## config.mk

```make
export PLATFORM = sky130hd
export DESIGN_NAME = morse_char_buffer
export DESIGN_NICKNAME = d
export VERILOG_FILES = /design/src/rtl/morse_pkg.sv /design/src/rtl/morse_seg_encode.sv /design/src/rtl/morse_char_buffer.sv
export SDC_FILE = /design/constraint.sdc
export NUM_CORES = 1
export LEC_CHECK = 0
export CAP_MARGIN = 5
export CORE_AREA = 10 10 94 96
export DETAILED_ROUTE_END_ITERATION = 7
export DIE_AREA = 0 0 104 106
export GPL_TIMING_DRIVEN = 0
export PLACE_DENSITY = 0.79
export SLEW_MARGIN = 20
export SYNTH_ARGS = -nofsm -noshare
export SYNTH_HDL_FRONTEND = slang
export SYNTH_HIERARCHICAL = 1
export SYNTH_SLANG_ARGS = --single-unit
```

## constraint.sdc

```tcl
create_clock -name clk -period 2.95 [get_ports clk]
set_clock_uncertainty 0.15 [all_clocks]
set_input_delay 0.295 -clock clk [delete_from_list [all_inputs] [get_ports clk]]
set_output_delay 0.295 -clock clk [all_outputs]
set_load 0.01 [all_outputs]
```

## src/rtl/morse_pkg.sv

```systemverilog
// Shared constants for the Morse decoder display path: glyph table,
// blank/unknown markers, full-policy selectors and the buffer operation type.
package morse_pkg;

  localparam logic [7:0] BLANK_GLYPH   = 8'h00;
  localparam logic [7:0] UNKNOWN_GLYPH = 8'h02;

  localparam int FULL_MODE_SCROLL = 0;
  localparam int FULL_MODE_LOCK   = 1;

  // Seven-segment glyphs {a,b,c,d,e,f,g,dp}, indexed by hex digit (entry 0 is rightmost)
  localparam logic [15:0][7:0] GLYPH_TABLE = {
    8'h8E, 8'h9E, 8'h7A, 8'h9C, 8'h3E, 8'hEE, 8'hF6, 8'hFE,
    8'hE0, 8'hBE, 8'hB6, 8'h66, 8'hF2, 8'hDA, 8'h60, 8'hFC
  };

  // Operation selected for the buffer in a given cycle, already prioritised
  typedef enum logic [1:0] {
    OP_NONE,
    OP_CLEAR,
    OP_BACKSPACE,
    OP_PUSH
  } buf_op_t;

  function automatic logic [7:0] glyph_lookup(input logic [3:0] idx);
    return GLYPH_TABLE[idx];
  endfunction

endpackage

```

## src/rtl/morse_seg_encode.sv

```systemverilog
// Combinational character-code to seven-segment glyph lookup.
// Codes beyond the hex range show the decimal-point-only marker.
module morse_seg_encode #(
  parameter int CODE_W = 4,
  parameter int SEG_W  = 8
) (
  input  logic [CODE_W-1:0] code_in,
  output logic [SEG_W-1:0]  glyph
);
  import morse_pkg::*;

  logic [3:0] idx;
  logic       unknown;

  generate
    if (CODE_W > 4) begin : g_wide
      assign idx     = code_in[3:0];
      assign unknown = |code_in[CODE_W-1:4];
    end else begin : g_narrow
      assign idx     = 4'(code_in);
      assign unknown = 1'b0;
    end
  endgenerate

  // Table lookup, overridden by the unknown marker for out-of-range codes
  always_comb begin
    glyph = SEG_W'(glyph_lookup(idx));
    if (unknown) glyph = SEG_W'(UNKNOWN_GLYPH);
  end

endmodule

```

## src/rtl/morse_char_buffer.sv

```systemverilog
// Display character buffer: edge-detected push/backspace into a DEPTH-slot
// shift buffer of glyphs, with clear, fill count, full policy and sticky
// overflow. Slot 0 holds the newest character.
module morse_char_buffer #(
  parameter int DEPTH     = 8,
  parameter int CODE_W    = 4,
  parameter int SEG_W     = 8,
  parameter int FULL_MODE = 0
) (
  input  logic                       clk,
  input  logic                       rst,
  input  logic                       en,
  input  logic                       push,
  input  logic                       backspace,
  input  logic                       clear,
  input  logic [CODE_W-1:0]          code_in,
  output logic [DEPTH*SEG_W-1:0]     seg_out,
  output logic [$clog2(DEPTH+1)-1:0] count,
  output logic                       full,
  output logic                       empty,
  output logic                       overflow
);
  import morse_pkg::*;

  localparam int CNT_W = $clog2(DEPTH+1);

  logic             push_q;
  logic             bs_q;
  logic             push_ev;
  logic             bs_ev;
  logic [SEG_W-1:0] glyph;
  buf_op_t          op;

  logic [SEG_W-1:0] slot_reg  [DEPTH];
  logic [SEG_W-1:0] slot_next [DEPTH];
  logic [SEG_W-1:0] shift_up  [DEPTH];
  logic [SEG_W-1:0] shift_dn  [DEPTH];
  logic [CNT_W-1:0] count_reg;
  logic [CNT_W-1:0] count_next;
  logic             ovf_reg;
  logic             ovf_next;

  morse_seg_encode #(
    .CODE_W (CODE_W),
    .SEG_W  (SEG_W)
  ) u_encode (
    .code_in (code_in),
    .glyph   (glyph)
  );

  assign push_ev = push & ~push_q;
  assign bs_ev   = backspace & ~bs_q;

  // Shift-up (push) and shift-down (backspace) candidates per slot, plus the flat output bus
  generate
    for (genvar gi = 0; gi < DEPTH; gi++) begin : g_slot
      if (gi == 0) begin : g_first
        assign shift_up[gi] = glyph;
      end else begin : g_mid_up
        assign shift_up[gi] = slot_reg[gi-1];
      end
      if (gi == DEPTH-1) begin : g_last
        assign shift_dn[gi] = SEG_W'(BLANK_GLYPH);
      end else begin : g_mid_dn
        assign shift_dn[gi] = slot_reg[gi+1];
      end
      assign seg_out[gi*SEG_W +: SEG_W] = slot_reg[gi];
    end
  endgenerate

  assign count    = count_reg;
  assign full     = (count_reg == CNT_W'(DEPTH));
  assign empty    = (count_reg == '0);
  assign overflow = ovf_reg;

  // Prioritise clear over backspace over push; en gates only the button events
  always_comb begin
    op = OP_NONE;
    if (clear)               op = OP_CLEAR;
    else if (en && bs_ev)    op = OP_BACKSPACE;
    else if (en && push_ev)  op = OP_PUSH;
  end

  // Next-state for slots, count and overflow
  always_comb begin
    slot_next  = slot_reg;
    count_next = count_reg;
    ovf_next   = ovf_reg;
    case (op)
      OP_CLEAR: begin
        for (int i = 0; i < DEPTH; i++) slot_next[i] = SEG_W'(BLANK_GLYPH);
        count_next = '0;
        ovf_next   = 1'b0;
      end
      OP_BACKSPACE: begin
        if (!empty) begin
          slot_next  = shift_dn;
          count_next = count_reg - 1'b1;
        end
      end
      OP_PUSH: begin
        if (!full) begin
          slot_next  = shift_up;
          count_next = count_reg + 1'b1;
        end else begin
          ovf_next = 1'b1;
          // Scroll mode drops the oldest character; lock mode keeps the buffer intact
          if (FULL_MODE != FULL_MODE_LOCK) slot_next = shift_up;
        end
      end
      default: ;
    endcase
  end

  // State registers; edge-detect flops run regardless of en
  always_ff @(posedge clk or posedge rst) begin
    if (rst) begin
      push_q    <= 1'b0;
      bs_q      <= 1'b0;
      count_reg <= '0;
      ovf_reg   <= 1'b0;
      for (int i = 0; i < DEPTH; i++) slot_reg[i] <= SEG_W'(BLANK_GLYPH);
    end else begin
      push_q    <= push;
      bs_q      <= backspace;
      count_reg <= count_next;
      ovf_reg   <= ovf_next;
      slot_reg  <= slot_next;
    end
  end

endmodule

```

# ---- Word level (Yosys, flattened, before mapping)
# Memory sizes are Yosys's and may differ from the RTL's.
# Index checks and enable logic that the tools add are counted.
dict set report classes {
  eq_ne 7
  bitwise 4
  add_sub_neg 2
  reduce_logical 8
  mux 11
  magnitude_cmp 1
}
# op count
set ops {}
lappend ops {{one-hot mux 64 bit (3 select lines)} 1}
lappend ops {{2-to-1 mux 64 bit} 1}
lappend ops {{one-hot mux 4 bit (3 select lines)} 1}
lappend ops {{2-to-1 mux 4 bit} 2}
lappend ops {{2-to-1 mux 8 bit} 1}
lappend ops {{2-to-1 mux 2 bit} 3}
lappend ops {{inequality test 2 bit, second input constant} 3}
lappend ops {{< comparator 4 x 5 -> 1 bit, second input constant} 1}
lappend ops {{adder 4 x 1 -> 4 bit, second input constant} 1}
lappend ops {{== test 2 bit, second input constant} 2}
lappend ops {{== test 4 bit, second input constant} 1}
lappend ops {{zero test 4 bit} 1}
lappend ops {{AND reduction 2 bit} 2}
lappend ops {{subtractor 4 x 1 -> 4 bit, second input constant} 1}
lappend ops {{AND reduction 3 bit} 1}
lappend ops {{nonzero test 3 bit} 1}
lappend ops {{AND 1 bit} 2}
lappend ops {{== test 2 x 1 -> 1 bit, second input constant} 1}
lappend ops {{logical AND 1 bit} 2}
lappend ops {{NOT 1 bit} 2}
lappend ops {{one-hot mux 1 bit (2 select lines)} 1}
lappend ops {{nonzero test 2 bit} 1}
lappend ops {{2-to-1 mux 1 bit} 1}
dict set report totals {
  mem_count 1
  mem_bits_ro 128
  output_inout_bits 71
  input_bits 10
  wordCells 46
  regBits 71
}
# memory depth width rd rd_clocked_by_memory_dff write_ports line_no
set mem_list {}
lappend mem_list {{(name not given)} 16 8 1 0 0 morse_pkg.sv:26} ;# return GLYPH_TABLE[idx];

# ---- Logic depth before layout (Yosys ltp)
dict set report logic_depth {
  word_depth 9
  depth_mapped 8
}

# ---- By module
# The synthesis kept the hierarchy.
# module cells_per_inst area_per_inst_um2 n_inst
set by_module_without_submodules {}
lappend by_module_without_submodules {morse_char_buffer 307 3124.2 1}
lappend by_module_without_submodules {morse_seg_encode 35 306.5 1}

# ---- Least setup slack after synthesis
# No wires, ideal clock.
dict set report synth_timing {
  path_kind {reg2reg}
  startpoint {register count_reg[0] (netlist: count[0])}
  endpoint {register count_reg[0] (netlist: count[0])}
  path_slack_ps 948
  arrival_ps 1769
  setup_ps 83
  path_stages_with_launch 8
  path_buffers 2
  required_ps 2717
  cell_sequence {dfrtp_1 -> nor4_2 -> mux2i_1 -> a21oi_2 -> buf_4 -> buf_4 -> nand2_1 -> o21ai_0}
}
dict set report synth_via {
  elab_chain_cells 3
}
# element line_no
set synth_rtl {}
lappend synth_rtl {{from (decl)} morse_char_buffer.sv:38} ;# logic [CNT_W-1:0] count_reg;
lappend synth_rtl {{from (signal assigned)} morse_char_buffer.sv:126} ;# count_reg <= count_next;
lappend synth_rtl {{zero test 4 bit} morse_char_buffer.sv:73} ;# assign empty = (count_reg == '0);
lappend synth_rtl {{net empty} morse_char_buffer.sv:20} ;# output logic empty,
lappend synth_rtl {{inequality test 2 bit (no line)} n/a}
lappend synth_rtl {{AND reduction 3 bit (no line)} n/a}
# The timed path passes the listed nets, and every way through them passes these cells. The select of a mux whose other input is x is not followed.
# A chain may end at the register's enable or synchronous reset.

# ---- Worst setup path in the final report
dict set report layout_timing {
  startpoint {register count_reg[0] (netlist: count[0])}
  endpoint {output full}
}
dict set report layout_via {
  elab_chain_cells 1
}
# element line_no
set layout_rtl {}
lappend layout_rtl {{== test 4 bit} morse_char_buffer.sv:72} ;# assign full = (count_reg == CNT_W'(DEPTH));
lappend layout_rtl {{to (decl)} morse_char_buffer.sv:19} ;# output logic full,
# Every way passes these cells.

==> impl_metrics.py <==
metrics = {
    "setup_path": {
        "crit_path_start_kind": "register",
        "required_ps": 2510,
        "rr_startpoint": "count[0]",
        "slowest_delay_ps": 760,
        "r2r_cells": 5,
        "crit_family": "simple AND/OR/NAND/NOR gates",
        "r2r_end": "seg_out[52]",
        "path_cells": "or4b_2 > inv_1 > clkdlybuf4s50_1",
        "cp_max_fo": 7,
        "path_buf_inv": 2,
        "reg2reg_slack_ps": 630,
        "slowest_stage": "or4b_2",
        "arrival_ps": 2200,
        "crit_type": "register to primary output",
        "endpoint_kind": "primary output",
    },
    "clock_network": {
        "ctsLongestPathBuffers": 2,
        "htreeDepth": 3,
        "clockRootBuffer": "clkbuf_8",
        "cts_resized": 0,
        "cts_tree": "yes",
        "numClockSinks": 71,
        "holdBufCountCts": 0,
        "insertion_delay_ps": 360,
        "postCtsSetupBuffers": 0,
        "cts.clk_slew.worst_paths_ps": 70,
        "cts_made_buffers": 9,
    },
    "placement": {
        "dp_hpwl_mm": 7.50,
        "port-buffer-count": 79,
        "dp.cells": 521,
        "place_congestion": 0.874,
    },
    "floorplan": {
        "fp-row-count": 31,
        "die_w_um": 104,
        "dieArea_um2": 11000,
        "ios": 81,
        "core-area_um2": 7060,
        "die_y_um": 106,
        "initial_core_util_pct": 48.6,
    },
    "timing": {
        "setup_viol": 0,
        "drv_slew": 0,
        "fmax_mhz": 378,
        "tns_ps": 0,
        "rsz0062_at_grt": "no",
        "relSlewSlack_pct": 58.4,
        "fin_crit_ps": 2650,
        "finalHoldViolations": 0,
        "finalCritPeriodShare_pct": 89.7,
        "worst_pin_slew_ps": 624,
    },
    "finish": {
        "instances_no_fill": 537,
        "largest_reg_flops": 64,
        "drive_gt1_share_pct": 9.13,
        "diodes": 0,
        "final_cell_mix": "clkdlybuf4s50_1 (79), dfrtp_1 (71), nand2_1 (59)",
        "final_nets": 453,
        "multiInputGateArea_um2": 1470,
        "syn_to_final_growth_pct": 33.3,
        "layout_commonest_cell": "clkdlybuf4s50_1",
        "fillers": 583,
        "seqCellArea_um2": 1780,
    },
    "power": {
        "p_leak_nw": 1.85,
        "pwr_density_cell_nw_per_um2": 438,
        "total_power_w": 0.00200,
        "ir_worst_vdd_v": 0.000191,
    },
    "synth": {
        "yosysUniqueCellTypes": 37,
        "synthesis.nets": 362,
        "synth_area_um2": 3430,
        "async_flop_share_pct": 100,
        "yosysSeqAreaShare_pct": 51.8,
        "synth_area_per_cell_um2": 10.0,
        "ys_warn_count": 6,
        "synth_cells": 342,
        "synth-edff-count": 0,
        "ys_seq_elements": 71,
        "yosys_most_used_dff": "dfrtp_1",
    },
    "job": {
        "drv_cap": 0,
    },
    "routing": {
        "via_count": 3044,
        "wire_per_inst_um": 18.5,
        "routed_via_density": 5.67,
        "drt-total-wl_mm": 9.92,
        "drc": 0,
        "dr.first_iter.drc_count": 192,
        "ant_nets": 0,
        "drtPass1Iterations": 5,
    },
    "grt": {
        "grt_use_total_pct": 17.9,
        "first_global_vias": 3041,
        "antenna_found_initial": 0,
        "grt_max_degree": 48,
        "grt_pass1_wl_mm": 16.1,
        "grt_overflow_total": 0,
    },
    "min_path": {
        "hp-class": "input port to async pin",
    },
    "outcome": {
        "status": "complete, no violations",
    },
}
cells in the mapped netlist (3+ instances only):
cell / number / area (um2)
o21ai_1: 14 / 70.1
clkbuf_1: 16 / 60.1
xnor2_1: 3 / 26.3
nand2b_1: 4 / 25.0
ha_1: 9 / 113
inv_1: 10 / 37.5
a22o_1: 8 / 70.1
buf_2: 4 / 20.0
o21ai_0: 47 / 235
buf_4: 8 / 60.1
a22oi_1: 56 / 420
nor2b_1: 3 / 18.8
nand2_1: 59 / 221
mux2i_1: 3 / 30.0
dfrtp_1: 71 / 1780
nor2_1: 3 / 11.3
worst max path at each step:
stage | start | end | slack, ps | cells after the start
after floorplan | rst | bs_q | 710 | 1
after global routing | count[0] | full | 250 | 3
after CTS | count[0] | full | 300 | 3
after global placement | rst | seg_out[8] | -440 | 2
final | count[0] | full | 300 | 3
after detailed placement | en | seg_out[5] | 390 | 7
kinds of logic after synthesis:
logic type                 share of synthesized area (%)
buffers and inverters                               5.51
xor gates and xnor gates                           0.766
and+or+nand+nor                                     9.41
DFF                                                 51.8
other                                              0.109
AOI/OAI and AO/OA                                   25.8
muxes                                               2.74
adders and majority gates                           3.87
per-layer routing:
layer  up-vias  GRT usage (%)  share of wire [%]
li1       1415              -                  -
met1      1496           21.3                 42
met2       113           28.9                 49
met3        20           4.89                6.6
met4         0           10.1                2.8
met5         -              0                  0
power breakdown:
part | total (W) | leakage [nW] | switching [W] | internal, W
clock network | 0.000777 | 0.0956 | 0.000386 | 0.000391
registers | 0.000995 | 0.985 | 0.0000130 | 0.000982
logic | 0.000231 | 0.769 | 0.000138 | 0.0000934
total | 0.00200 | 1.85 | 0.000536 | 0.00147
final cells by class:
| type | count | share of cell area, % |
|---|---|---|
| tap | 99 | 2.71 |
| multi-input combinational | 232 | 32.0 |
| timing repair buffer | 80 | 17.9 |
| clock inverter | 7 | 1.59 |
| sequential | 71 | 38.9 |
| clock buffer | 9 | 2.71 |
| inverter | 10 | 0.876 |
| buffer | 29 | 3.31 |
metrics by stage:
stage / instance area [um2] / hold slack [ps] / util, % / setup WS [ps]
floorplan: 3430 / 176 / - / 708
global placement: 4350 / 359 / 61.6 / -445
detailed placement: 4380 / 353 / 62.0 / 387
CTS: 4570 / 130 / 64.8 / 296
global route: 4570 / 151 / 64.8 / 251
finish: 4570 / 116 / 64.8 / 303
(Power assumes the default switching activity.)
